--- src/rtl/gameover_overlay_ctrl_pkg.sv ---
// boxhead_sprite_pkg: shared constants and types for the sprite overlay
// controllers. Holds the "Game Over" banner geometry, the ROM interface
// widths and the controller state type.
package boxhead_sprite_pkg;

    localparam int GO_SPRITE_W  = 211;
    localparam int GO_SPRITE_H  = 25;
    localparam int GO_ROM_AW    = 15;
    localparam int GO_IDX_W     = 5;
    localparam int GO_X0        = 214;
    localparam int GO_Y_TARGET  = 227;
    localparam int GO_DROP_STEP = 4;

    localparam logic [GO_IDX_W-1:0] TRANSPARENT_IDX = '0;

    typedef enum logic [1:0] {
        GO_IDLE = 2'd0,
        GO_DROP = 2'd1,
        GO_SHOW = 2'd2
    } go_state_t;

endpackage

--- src/rtl/gameover_overlay_ctrl_sprite_addr_gen.sv ---
// sprite_addr_gen: hit test and ROM address generation for one rectangular
// sprite, with one register stage. Reusable for any sprite ROM.
//   clk, reset        : clock, synchronous active-high reset
//   en                : sprite enabled (no hit when low)
//   draw_x, draw_y    : raster position
//   x0, y0, w, h      : sprite box (top-left corner and size)
//   rom_addr          : registered ROM address (0 outside the box)
//   in_box            : registered hit flag, aligned with rom_addr
module sprite_addr_gen
    import boxhead_sprite_pkg::*;
#(
    parameter int AW = GO_ROM_AW
) (
    input  logic          clk,
    input  logic          reset,
    input  logic          en,
    input  logic [9:0]    draw_x,
    input  logic [9:0]    draw_y,
    input  logic [9:0]    x0,
    input  logic [9:0]    y0,
    input  logic [9:0]    w,
    input  logic [9:0]    h,
    output logic [AW-1:0] rom_addr,
    output logic          in_box
);

    logic [10:0]   x_end, y_end;
    logic [9:0]    dx, dy;
    logic          in_box_d, in_box_q;
    logic [AW-1:0] rom_addr_d, rom_addr_q;

    always_comb begin
        // One extra bit so the box end cannot wrap.
        x_end    = {1'b0, x0} + {1'b0, w};
        y_end    = {1'b0, y0} + {1'b0, h};
        dx       = draw_x - x0;
        dy       = draw_y - y0;
        in_box_d = en
                 & (draw_x >= x0) & ({1'b0, draw_x} < x_end)
                 & (draw_y >= y0) & ({1'b0, draw_y} < y_end);
        rom_addr_d = '0;
        if (in_box_d)
            rom_addr_d = AW'(dy) * AW'(w) + AW'(dx);
    end

    always_ff @(posedge clk) begin
        if (reset) begin
            rom_addr_q <= '0;
            in_box_q   <= 1'b0;
        end else begin
            rom_addr_q <= rom_addr_d;
            in_box_q   <= in_box_d;
        end
    end

    assign rom_addr = rom_addr_q;
    assign in_box   = in_box_q;

endmodule

--- src/rtl/gameover_overlay_ctrl.sv ---
// gameover_overlay_ctrl: drops the "Game Over" banner from the top of the
// screen to its rest row, then reads the sprite ROM against the raster and
// emits a 2-cycle latency overlay pixel for the colour mapper.
//   Clk, Reset     : clock, synchronous active-high reset
//   frame_tick     : one pulse per frame; advances the drop / blink
//   game_over      : level; rising edge starts the sequence
//   restart        : pulse; returns to idle (beats a same-cycle start)
//   DrawX, DrawY   : raster position
//   rom_addr       : sprite ROM address, rom_data returns one cycle later
//   overlay_valid  : opaque banner pixel, overlay_idx its palette index
//   active         : sequence running, settled : banner at rest row
// Optional: define GAMEOVER_BLINK_EN to blink the settled banner
// (30 frames on, 30 frames off).
module gameover_overlay_ctrl
    import boxhead_sprite_pkg::*;
#(
    parameter int SPRITE_W  = GO_SPRITE_W,
    parameter int SPRITE_H  = GO_SPRITE_H,
    parameter int X0        = GO_X0,
    parameter int Y_TARGET  = GO_Y_TARGET,
    parameter int DROP_STEP = GO_DROP_STEP
) (
    input  logic                 Clk,
    input  logic                 Reset,
    input  logic                 frame_tick,
    input  logic                 game_over,
    input  logic                 restart,
    input  logic [9:0]           DrawX,
    input  logic [9:0]           DrawY,
    output logic [GO_ROM_AW-1:0] rom_addr,
    input  logic [GO_IDX_W-1:0]  rom_data,
    output logic                 overlay_valid,
    output logic [GO_IDX_W-1:0]  overlay_idx,
    output logic                 active,
    output logic                 settled
);

    go_state_t  state_d, state_q;
    logic [9:0] y_pos_d, y_pos_q;
    logic [9:0] y_step;
    logic       go_prev_d, go_prev_q;
    logic       go_edge;
    logic       in_box_d1;
    logic       in_box_d2_d, in_box_d2_q;
    logic       vis;

    // ---------------- state / drop position ----------------
    always_comb begin
        go_prev_d = game_over;
        go_edge   = game_over & ~go_prev_q;
        y_step    = y_pos_q + 10'(DROP_STEP);
        state_d   = state_q;
        y_pos_d   = y_pos_q;
        if (restart) begin
            state_d = GO_IDLE;
            y_pos_d = '0;
        end else begin
            case (state_q)
                GO_IDLE: begin
                    // A tick in the entry cycle is deliberately not applied.
                    if (go_edge) begin
                        state_d = GO_DROP;
                        y_pos_d = '0;
                    end
                end
                GO_DROP: begin
                    if (frame_tick) begin
                        if (y_step >= 10'(Y_TARGET)) begin
                            y_pos_d = 10'(Y_TARGET);
                            state_d = GO_SHOW;
                        end else begin
                            y_pos_d = y_step;
                        end
                    end
                end
                GO_SHOW: y_pos_d = 10'(Y_TARGET);
                default: begin
                    state_d = GO_IDLE;
                    y_pos_d = '0;
                end
            endcase
        end
    end

    // go_prev follows game_over even in reset, so a level already high when
    // reset releases is not seen as a start.
    always_ff @(posedge Clk) begin
        go_prev_q <= go_prev_d;
        if (Reset) begin
            state_q <= GO_IDLE;
            y_pos_q <= '0;
        end else begin
            state_q <= state_d;
            y_pos_q <= y_pos_d;
        end
    end

    assign active  = (state_q != GO_IDLE);
    assign settled = (state_q == GO_SHOW);

`ifdef GAMEOVER_BLINK_EN
    logic [5:0] blink_cnt_d, blink_cnt_q;
    logic       vis_d, vis_q;

    always_comb begin
        blink_cnt_d = blink_cnt_q;
        vis_d       = vis_q;
        if (restart || (state_q != GO_SHOW && state_d == GO_SHOW)) begin
            blink_cnt_d = '0;
            vis_d       = 1'b1;
        end else if (state_q == GO_SHOW && frame_tick) begin
            if (blink_cnt_q == 6'd29) begin
                blink_cnt_d = '0;
                vis_d       = ~vis_q;
            end else begin
                blink_cnt_d = blink_cnt_q + 6'd1;
            end
        end
    end

    always_ff @(posedge Clk) begin
        if (Reset) begin
            blink_cnt_q <= '0;
            vis_q       <= 1'b1;
        end else begin
            blink_cnt_q <= blink_cnt_d;
            vis_q       <= vis_d;
        end
    end

    assign vis = vis_q;
`else
    assign vis = 1'b1;
`endif

    // ---------------- pixel pipeline ----------------
    // Stage 1: hit test and address register.
    sprite_addr_gen #(.AW(GO_ROM_AW)) u_addr_gen (
        .clk      (Clk),
        .reset    (Reset),
        .en       (active),
        .draw_x   (DrawX),
        .draw_y   (DrawY),
        .x0       (10'(X0)),
        .y0       (y_pos_q),
        .w        (10'(SPRITE_W)),
        .h        (10'(SPRITE_H)),
        .rom_addr (rom_addr),
        .in_box   (in_box_d1)
    );

    // Stage 2: hit flag re-aligned with the ROM read data.
    assign in_box_d2_d = in_box_d1;

    always_ff @(posedge Clk) begin
        if (Reset) in_box_d2_q <= 1'b0;
        else       in_box_d2_q <= in_box_d2_d;
    end

    assign overlay_valid = in_box_d2_q & (rom_data != TRANSPARENT_IDX) & vis;
    assign overlay_idx   = overlay_valid ? rom_data : '0;

endmodule

--- config.mk ---
export PLATFORM = sky130hd
export DESIGN_NAME = gameover_overlay_ctrl
export DESIGN_NICKNAME = d
export VERILOG_FILES = /design/src/rtl/gameover_overlay_ctrl_pkg.sv /design/src/rtl/gameover_overlay_ctrl_sprite_addr_gen.sv /design/src/rtl/gameover_overlay_ctrl.sv
export SDC_FILE = /design/constraint.sdc
export NUM_CORES = 1
export LEC_CHECK = 0
export CAP_MARGIN = 5
export CORE_MARGIN = 5
export CORE_UTILIZATION = 51
export CTS_CLUSTER_DIAMETER = 60
export DETAILED_ROUTE_END_ITERATION = 8
export GPL_ROUTABILITY_DRIVEN = 0
export PLACE_DENSITY = 0.86
export SLEW_MARGIN = 30
export SYNTH_ARGS = -nofsm -noshare
export SYNTH_HDL_FRONTEND = slang
export SYNTH_SLANG_ARGS = --single-unit
--- constraint.sdc ---
create_clock -name Clk -period 7.27 [get_ports Clk]
set_input_delay 2.181 -clock Clk [delete_from_list [all_inputs] [get_ports Clk]]
set_output_delay 2.181 -clock Clk [all_outputs]
set_load 0.005 [all_outputs]
# Word-level counts from Yosys, hierarchy flattened
# Index checks and enable logic that the tools add are counted.
# word_totals
rom_bits	0
memories	0
ram_bits	0
input_bits	30
regBits	30
output_inout_bits	23
latch_bits	0
# op_classes
div_mod_pow	0
eq_ne	5
multipliers	1
muxes	9
reduce_logical	7
order_cmp	5
shifts	0
add_sub_neg	5
n_bitwise	9
# op_table
operator	count
10-bit 2-to-1 mux	3
10-bit one-hot mux with 3 select lines	1
10-bit by 8-bit greater-or-equal comparator with 1-bit output, second input constant	2
15-bit by 10-bit adder with 15-bit output	1
10-bit by 8-bit multiplier with 15-bit output, second input constant	1
10-bit by 5-bit adder with 11-bit output, second input constant	1
10-bit by 11-bit less-than comparator with 1-bit output	1
10-bit by 3-bit adder with 10-bit output, second input constant	1
10-bit greater-or-equal comparator	1
10-bit by 9-bit less-than comparator with 1-bit output, second input constant	1
10-bit subtractor	1
10-bit by 8-bit subtractor with 10-bit output, second input constant	1
1-bit AND	6
2-bit 2-to-1 mux	3
2-bit inequality test, second input constant	3
2-bit one-hot mux with 3 select lines	1
5-bit 2-to-1 mux	1
5-bit nonzero test	1
4-bit AND reduction	1
2-bit OR reduction	2
1-bit inverter	3
2-bit by 1-bit == test with 1-bit output, second input constant	1
2-bit == test, second input constant	1
2-bit zero test	1
2 further kinds	2

# Logic depth before layout (Yosys ltp)
# Gate-level depths: netlist (run 1).
# logic_depth
depth_word	7
depth_mapped	25

# By module
# Synthesis (run 1) repeated with hierarchy kept, for this count alone.
# hier_totals
hier_cells	736
hier_area_um2	6190.9
# by_module_without_submodules
module	n_inst	cells_per_inst	area_per_inst_um2
sprite_addr_gen	1	644	5417.7
gameover_overlay_ctrl	1	92	773.2

# Worst setup path after synthesis (run 1)
# No wires, ideal clock.
# synth_path
path_type	input-to-reg
start	input port DrawY[0]
end	register u_addr_gen.rom_addr_q[14] (netlist: u_addr_gen.rom_addr[14])
path_buffers	0
t_arrival_ns	6.841
path_slack_ns	0.311
stages	23
path_cell_list	inv_1 > ha_1 > fa_1 > inv_1 > a21o_1 > a221oi_2 > o21ai_0 > a21o_1 > xor2_1 > fa_1 > ha_1 > inv_1 > fa_1 > fa_1 > inv_1 > ha_1 > o21ai_0 > nor2_1 > nand4_1 > a31oi_1 > xnor2_1 > xnor2_1 > nor2_1
# synth_between
elab_chain_cells	5
elab_cells_between_ends	9
classes_between	add/sub: 2; mul: 1; order compare: 2; bitwise: 3; reduce/logical: 1
# synth_lines
element	line	source
from (decl)	gameover_overlay_ctrl.sv:29	input logic [9:0] DrawY,
branches (longest 5 deep; another with 10-bit by 8-bit multiplier with 15-bit output)	-	
to (signal assigned)	gameover_overlay_ctrl_sprite_addr_gen.sv:51	rom_addr_q <= rom_addr_d;
to (decl)	gameover_overlay_ctrl_sprite_addr_gen.sv:30	logic [AW-1:0] rom_addr_d, rom_addr_q;
# Several ways; the timed one is not identified.
# A chain may end at the register's enable or synchronous reset.

# Worst setup path after layout (run 1)
# layout_path
start	input port DrawY[5]
end	register u_addr_gen.rom_addr_q[14] (netlist: u_addr_gen.rom_addr[14])
# Same word-level chain as after synthesis.

==> results_dict.tcl, run 1 <==
set metrics [dict create \
    status "finished, final reports clean" \
    share_of_layout_cells_above_drive_strength_1 0.135 \
    critPathKind "input port to register" \
    avg_cell_area_syn_sq_um 8.72 \
    grt_pass1_wl_microns 15300 \
    net-switching-power_mw 0.640 \
    worst-r2r-cell-count 23 \
    finalWorstPathRequiredPeriod_ns 7.17 \
    effective_utilization_at_floorplan 0.523 \
    report.final.setup_viol 0 \
    yosysWarnings 0 \
    dr_total_vias 3480 \
    grt_overflow 0 \
    drcViolationCount 0 \
    fin_worst_hold_slack_ns 0.456 \
    finalHoldViolations 0 \
    ir_drop_worst_case_vdd_mv 0.345 \
    max_slew.worst_pin.slew_ns 0.859 \
    hold_path.startpoint "u_addr_gen.in_box" \
    route.detailed.vias_per_inst 5.62 \
    drt-pass1-iter-count 8 \
    cts-buffers-inserted 5 \
    synth_top_cell_area_share 0.245 \
    dp_hpwl_microns 7540 \
    routed_wirelength_microns 9680 \
    postSynth.asyncResetShare 0 \
    startpoint "DrawY[5]" \
    worst_hold_class "register to register" \
    critical_path_peak_fanout 5 \
    netSwitchingFraction 0.461 \
    post_synth_inst_count 433 \
    wl_per_cell_microns 15.6 \
    cts_hold_repair.buffers 0 \
    drv_cap 0 \
    leakage_power_summed_over_all_cells_nw 2.22 \
    synth_edf_count 0 \
    fin_total_pwr_mw 1.39 \
    cts.sinks 29 \
    synthTopCellsByCount "sky130_fd_sc_hd__ha_1, sky130_fd_sc_hd__inv_1, sky130_fd_sc_hd__nor2_1, sky130_fd_sc_hd__dfxtp_1, sky130_fd_sc_hd__fa_1" \
    cell_int_power_mw 0.749 \
    cts-htree-levels 2 \
    tritoncts_clock_tree "built" \
    slew_viol_final 0 \
    count_of_antenna_diodes_in_the_layout 0 \
    layout-area-overhead-vs-synth_pct 27.9 \
    chipHeight_microns 96.0 \
    slew-limit-headroom 0.425 \
    row_count 31 \
    worstSkewPairLatency_ns 0.29 \
    seqPwrFrac 0.116 \
    grt_antenna_before_repair 0 \
    clock_path_buffers 2 \
    clock_power_share 0.096 \
    critPathCaptureType "register" \
    global_route_usage_over_all_layers 0.210 \
    final_antenna_net_count 0 \
    start_kind "input port" \
    worst-endpoint-required_ns 7.41 \
    whs_path_depth 1 \
    dominantRegCellSynth "sky130_fd_sc_hd__dfxtp_1" \
    maximum_number_of_pins_on_one_net_before_global_route_repair 17 \
    post_synth_instance_area_sq_um 3770 \
    final-seq-area_sq_um 581 \
    skew_ns 0.00948 \
    share_of_power_burned_in_combinational_logic 0.788 \
    worst_r2r_startpoint "y_pos_q[0]" \
    ys_top_cells_by_area "sky130_fd_sc_hd__ha_1, sky130_fd_sc_hd__dfxtp_1, sky130_fd_sc_hd__fa_1" \
    io_buffer_count 52 \
    regToRegSetupSlack_ns 1.51 \
    postSynthRegisterBits 29 \
    yosysTopAreaCell "sky130_fd_sc_hd__ha_1" \
    detailedRoute.firstIterationViolations 386 \
    die_area_sq_um 9220 \
    fillerInstances 529 \
    root_buffer "sky130_fd_sc_hd__clkbuf_8" \
    grt_pass1_vias 3305 \
    power.density_cell_area_nw_per_um2 288 \
    worstReg2RegEnd "u_addr_gen.rom_addr[14]" \
    holdPathEnd "in_box_d2_q" \
    crit_arrival_ns 7.31 \
    placeableCoreArea_sq_um 7210 \
    multi_input_gate_area_in_the_final_layout_sq_um 3000 \
    achievable-frequency_mhz 140 \
    die_width_microns 96.0 \
    final_critical_path_share_of_the_clock_period 0.986 \
    synth_cell_type_count 53 \
    design.portCount 53 \
    nets 648 \
    synth.net_count 562 \
    library_cell_with_the_highest_instance_count_after_synthesis "sky130_fd_sc_hd__ha_1" \
    seq_area_frac_synth 0.154 \
    cts.reportedPaths.clkPinSlew_ns 0.07 \
]
repair_timing:
| action | 4_1_cts | 5_1_grt |
|---|---|---|
| endpoints found under the setup margin | 2 | 3 |
| setup buffers | 0 | 3 |
| gates resized for setup | 5 | 24 |
| pin swaps | 6 | 21 |
stage by stage:
step / util / TNS [ns] / setup slack (ns) / std cells / cell area [sq um]
after global routing: 0.669 / -0.0877 / -0.0877 / 619 / 4830
after detailed placement: 0.637 / -0.972 / -0.363 / 608 / 4600
final: 0.669 / 0 / 0.103 / 619 / 4830
after floorplan: - / 0 / 0.311 / 433 / 3770
after global placement: 0.637 / -0.328 / -0.216 / 608 / 4600
after CTS: 0.650 / 0 / 0.0312 / 616 / 4690
how the worst max path moves through the flow:
stage / end / slack [ns] / depth (start not counted)
final: u_addr_gen.rom_addr[14] / 0.10 / 22
after global routing: u_addr_gen.rom_addr[14] / -0.09 / 22
after CTS: u_addr_gen.rom_addr[14] / 0.03 / 23
after detailed placement: u_addr_gen.rom_addr[14] / -0.36 / 23
after global placement: u_addr_gen.rom_addr[14] / -0.22 / 23
after floorplan: u_addr_gen.rom_addr[14] / 0.31 / 23
registers in the layout, summed over array words and instances (netlist names):
register	count
in_box_d2_q	1
u_addr_gen.in_box	1
state_q	2
y_pos_q	9
go_prev_q	1
u_addr_gen.rom_addr	15
power groups by stage:
stage | Sequential, mW | Combinational, mW | Clock [mW]
floorplan | 0.164 | 0.729 | 0
global placement | 0.164 | 0.965 | 0
detailed placement | 0.164 | 1.01 | 0
CTS | 0.161 | 1.03 | 0.136
global route | 0.161 | 1.22 | 0.145
finish | 0.161 | 1.09 | 0.134
cells in the final DEF (no fill, tap or decap), types with 7 or more instances in the layout:
cell type                         count
sky130_fd_sc_hd__ha_1                67
sky130_fd_sc_hd__a21oi_1             22
sky130_fd_sc_hd__a21o_1               9
sky130_fd_sc_hd__o21a_1               7
sky130_fd_sc_hd__inv_1               64
sky130_fd_sc_hd__a211oi_1             7
sky130_fd_sc_hd__nor3_1               7
sky130_fd_sc_hd__o21ai_0             13
sky130_fd_sc_hd__fa_1                24
sky130_fd_sc_hd__buf_4               34
sky130_fd_sc_hd__xor2_1              10
sky130_fd_sc_hd__nand2_1             20
sky130_fd_sc_hd__clkdlybuf4s50_1     47
sky130_fd_sc_hd__xnor2_1             23
sky130_fd_sc_hd__dfxtp_1             29
sky130_fd_sc_hd__nor2_1              31
critical path: stages:
cell and delay, ns:
sky130_fd_sc_hd__clkdlybuf4s50_1 0.43, sky130_fd_sc_hd__ha_1 0.36, sky130_fd_sc_hd__and3_1 0.20, sky130_fd_sc_hd__a221oi_2 0.31, sky130_fd_sc_hd__o21ai_1 0.12, sky130_fd_sc_hd__a21o_1 0.19, sky130_fd_sc_hd__xor2_1 0.14, sky130_fd_sc_hd__buf_4 0.15
sky130_fd_sc_hd__fa_1 0.52, sky130_fd_sc_hd__ha_4 0.29, sky130_fd_sc_hd__inv_1 0.05, sky130_fd_sc_hd__fa_1 0.49, sky130_fd_sc_hd__fa_1 0.55, sky130_fd_sc_hd__inv_1 0.05, sky130_fd_sc_hd__ha_2 0.21, sky130_fd_sc_hd__nor3_1 0.23
sky130_fd_sc_hd__o21ai_0 0.17, sky130_fd_sc_hd__nand4_1 0.17, sky130_fd_sc_hd__a31oi_1 0.10, sky130_fd_sc_hd__xnor2_1 0.20, sky130_fd_sc_hd__xnor2_1 0.13, sky130_fd_sc_hd__nor2_1 0.05
cell type report:
class / instances / share of cell area
Timing Repair Buffer: 86 / 0.163
Inverter: 66 / 0.0513
Multi-Input combinational cell: 331 / 0.622
Clock inverter: 2 / 0.00207
Tap cell: 99 / 0.0257
Clock buffer: 6 / 0.0150
Sequential cell: 29 / 0.120
kinds of logic after synthesis:
kind of cell | after synthesis | synth area share
and+or+nand+nor | 102 | 0.134
adders and majority gates | 99 | 0.378
AOI/OAI and AO/OA | 94 | 0.169
buffers and inverters | 73 | 0.0805
xor gates and xnor gates | 34 | 0.0789
DFF | 29 | 0.154
muxes | 2 | 0.00530
per-layer routing:
metal,vias to the layer above,wire length (microns),GRT usage
met5,-,0,0
met1,1629,4010,0.266
met2,164,4680,0.363
li1,1655,-,-
met4,0,268,0.0628
met3,32,721,0.0352
Power figures use the tool's default switching activity.
==> run 2, diff against run 1 <==
Clock period 7.27 ns to 5.9 ns, I/O delays scaled along.
==> run 2 against run 1 <==
Against the previous run:
- register-to-register slack got worse by 1.8 ns
- final area rose by 20%
- the run now ends with negative setup slack left
- worst hold slack improved by 0.046 ns
- setup slack got worse by 1.3 ns
- critical path depth fell by 1
- wire length rose by 97%
- sequential share of layout area fell by 2.0 points
- clock skew fell by 0.0032 ns
- via count rose by 32%
- die area did not move
- non-clock buffer count rose by 64
==> results_dict.tcl, run 2 (synthesis results as in run 1) <==
set metrics [dict create \
    final_setup_tns_ns -6.28 \
    share_of_layout_cells_above_drive_strength_1 0.322 \
    drv_cap 0 \
    dp_hpwl_microns 8410 \
    cp_slowest_cell "sky130_fd_sc_hd__fa_1" \
    achievable-frequency_mhz 140 \
    nets 712 \
    worstSkewPairLatency_ns 0.30 \
    grt_pass1_vias 4219 \
    hold_path.startpoint "u_addr_gen.in_box" \
    cts.sinks 29 \
    regToRegSetupSlack_ns -0.31 \
    max_slew.worst_pin.slew_ns 0.967 \
    detailedRoute.firstIterationViolations 725 \
    whs_path_depth 1 \
    start_kind "input port" \
    power.density_cell_area_nw_per_um2 519 \
    dp.cells 651 \
    cts-htree-levels 2 \
    maximum_number_of_pins_on_one_net_before_global_route_repair 17 \
    instances_no_fill 683 \
    worst-endpoint-required_ns 6.04 \
    status "finished, violations left" \
    postPlaceCellArea_sq_um 5090 \
    max_reg_flops 15 \
    violations_in_the_final_reports "negative setup slack" \
    grt_overflow 0 \
    effective_utilization_at_floorplan 0.523 \
    clock_path_buffers 2 \
    skew_ns 0.00632 \
    unrepaired_setup_endpoints_after_global_routing "yes" \
    grt_antenna_before_repair 0 \
    report.final.setup_viol 8 \
    finalCoreUtilization 0.806 \
    mostFrequentLayoutCell "sky130_fd_sc_hd__buf_4" \
    worst-r2r-cell-count 25 \
    io_buffer_count 52 \
    worst_hold_class "register to register" \
    finalHoldViolations 0 \
    critPathCaptureType "register" \
    ir_drop_worst_case_vdd_mv 0.538 \
    dp_worst_setup_slack_ns -1.35 \
    drt-pass1-iter-count 9 \
    final.setup.worst_slack_ns -1.22 \
    path_cells "clkdlybuf4s50_1 > buf_4 > a21oi_1 > nor2b_1 > nor2_1 > nor2_1 > xnor2_1 > fa_1 > ha_4 > inv_2 > fa_2 > fa_1 > inv_2 > ha_4 > o21ai_4 > nor2_2 > nand4_1 > a31oi_1 > xnor2_1 > xnor2_1 > nor2_1" \
    count_of_antenna_diodes_in_the_layout 0 \
    cts.reportedPaths.clkPinSlew_ns 0.08 \
    grt_pass1_wl_microns 21600 \
    final_critical_path_share_of_the_clock_period 1.21 \
    route.detailed.vias_per_inst 6.75 \
    critPathKind "input port to register" \
    cts_hold_repair.buffers 0 \
    layout-area-overhead-vs-synth_pct 54.0 \
    tritoncts_clock_tree "built" \
    final_antenna_net_count 0 \
    finish.instance_area_sq_um 5810 \
    critical_path_peak_fanout 3 \
    die_width_microns 96.0 \
    holdPathEnd "in_box_d2_q" \
    chipHeight_microns 96.0 \
    global_route_usage_over_all_layers 0.306 \
    slew_viol_final 0 \
    routed_wirelength_microns 19100 \
    finalWorstPathRequiredPeriod_ns 7.12 \
    wl_per_cell_microns 27.9 \
    fin_total_pwr_mw 3.02 \
    cp_slowest_stage_delay_ns 0.75 \
    root_buffer "sky130_fd_sc_hd__clkbuf_8" \
    dr_total_vias 4610 \
    slew-limit-headroom 0.353 \
    die_area_sq_um 9220 \
    worst_r2r_startpoint "y_pos_q[2]" \
    cts-buffers-inserted 5 \
    worstReg2RegEnd "u_addr_gen.rom_addr[14]" \
    row_count 31 \
    commonest_cells_after_routing_fill_and_taps_aside "sky130_fd_sc_hd__buf_4, sky130_fd_sc_hd__inv_1, sky130_fd_sc_hd__ha_1" \
    design.portCount 53 \
    crit_arrival_ns 7.26 \
    placeableCoreArea_sq_um 7210 \
    leakage_power_summed_over_all_cells_nw 2.60 \
    fin_worst_hold_slack_ns 0.501 \
    drcViolationCount 0 \
]
## run 2: cell types whose count changed in the layout (fill, tap and decap cells not counted), moves of 4 or more
cell and change:
sky130_fd_sc_hd__inv_2 +6, sky130_fd_sc_hd__a21oi_4 +4, sky130_fd_sc_hd__a21oi_1 -4, sky130_fd_sc_hd__ha_1 -14, sky130_fd_sc_hd__inv_1 -8, sky130_fd_sc_hd__dlymetal6s2s_1 -5, sky130_fd_sc_hd__ha_4 +14, sky130_fd_sc_hd__buf_4 +55
sky130_fd_sc_hd__buf_6 +9
## run 2: metal layers
| layer | wire, microns | track usage |
|---|---|---|
| met1 | 6190 | 0.349 |
| met2 | 8410 | 0.547 |
| met5 | 0 | 0 |
| met4 | 1930 | 0.155 |
| met3 | 2540 | 0.0500 |
## run 2: timing repair
action / CTS / global route
resized for setup: 48 / 49
endpoints found under the setup margin: 9 / 9
pin swaps: 31 / 43
setup buffers: 13 / 12
## run 2: power by group
part | internal [mW] | switching (mW) | total (mW) | leakage [nW]
logic | 1.24 | 1.32 | 2.56 | 2.30
clock network | 0.168 | 0.0932 | 0.261 | 0.0681
registers | 0.197 | 0.000941 | 0.198 | 0.234
## run 2: layout make-up
class | count | area (sq um)
Clock buffer | 5 | 68.8
Inverter | 66 | 263
Multi-Input combinational cell | 331 | 3420
Clock inverter | 3 | 65.1
Sequential cell | 29 | 581
Timing Repair Buffer | 150 | 1290
Fill cell | 343 | 1400
Tap cell | 99 | 124
## run 2: how the worst max path moves through the flow
stage	startpoint	to
floorplan	DrawY[1]	u_addr_gen.rom_addr[14]
global placement	DrawY[0]	u_addr_gen.rom_addr[14]
detailed placement	DrawY[0]	u_addr_gen.rom_addr[14]
CTS	DrawY[0]	u_addr_gen.rom_addr[14]
global route	DrawX[3]	u_addr_gen.rom_addr[14]
finish	DrawX[3]	u_addr_gen.rom_addr[14]
## run 2: worst max-delay path, delay by kind of cell
family	cells	cell delay (ns)
AOI/OAI and AO/OA	3	0.57
adders and majority gates	5	2.42
xor gates and xnor gates	3	0.78
and+or+nand+nor	6	0.95
buffers and inverters	4	0.76
==> run 3, diff against run 2 <==
Settings changed: CAP_MARGIN 5 to 20, HOLD_SLACK_MARGIN set to 0.03.
==> results of run 3 <==
Same layout as run 2: the final DEF is identical, and so are final timing and power.
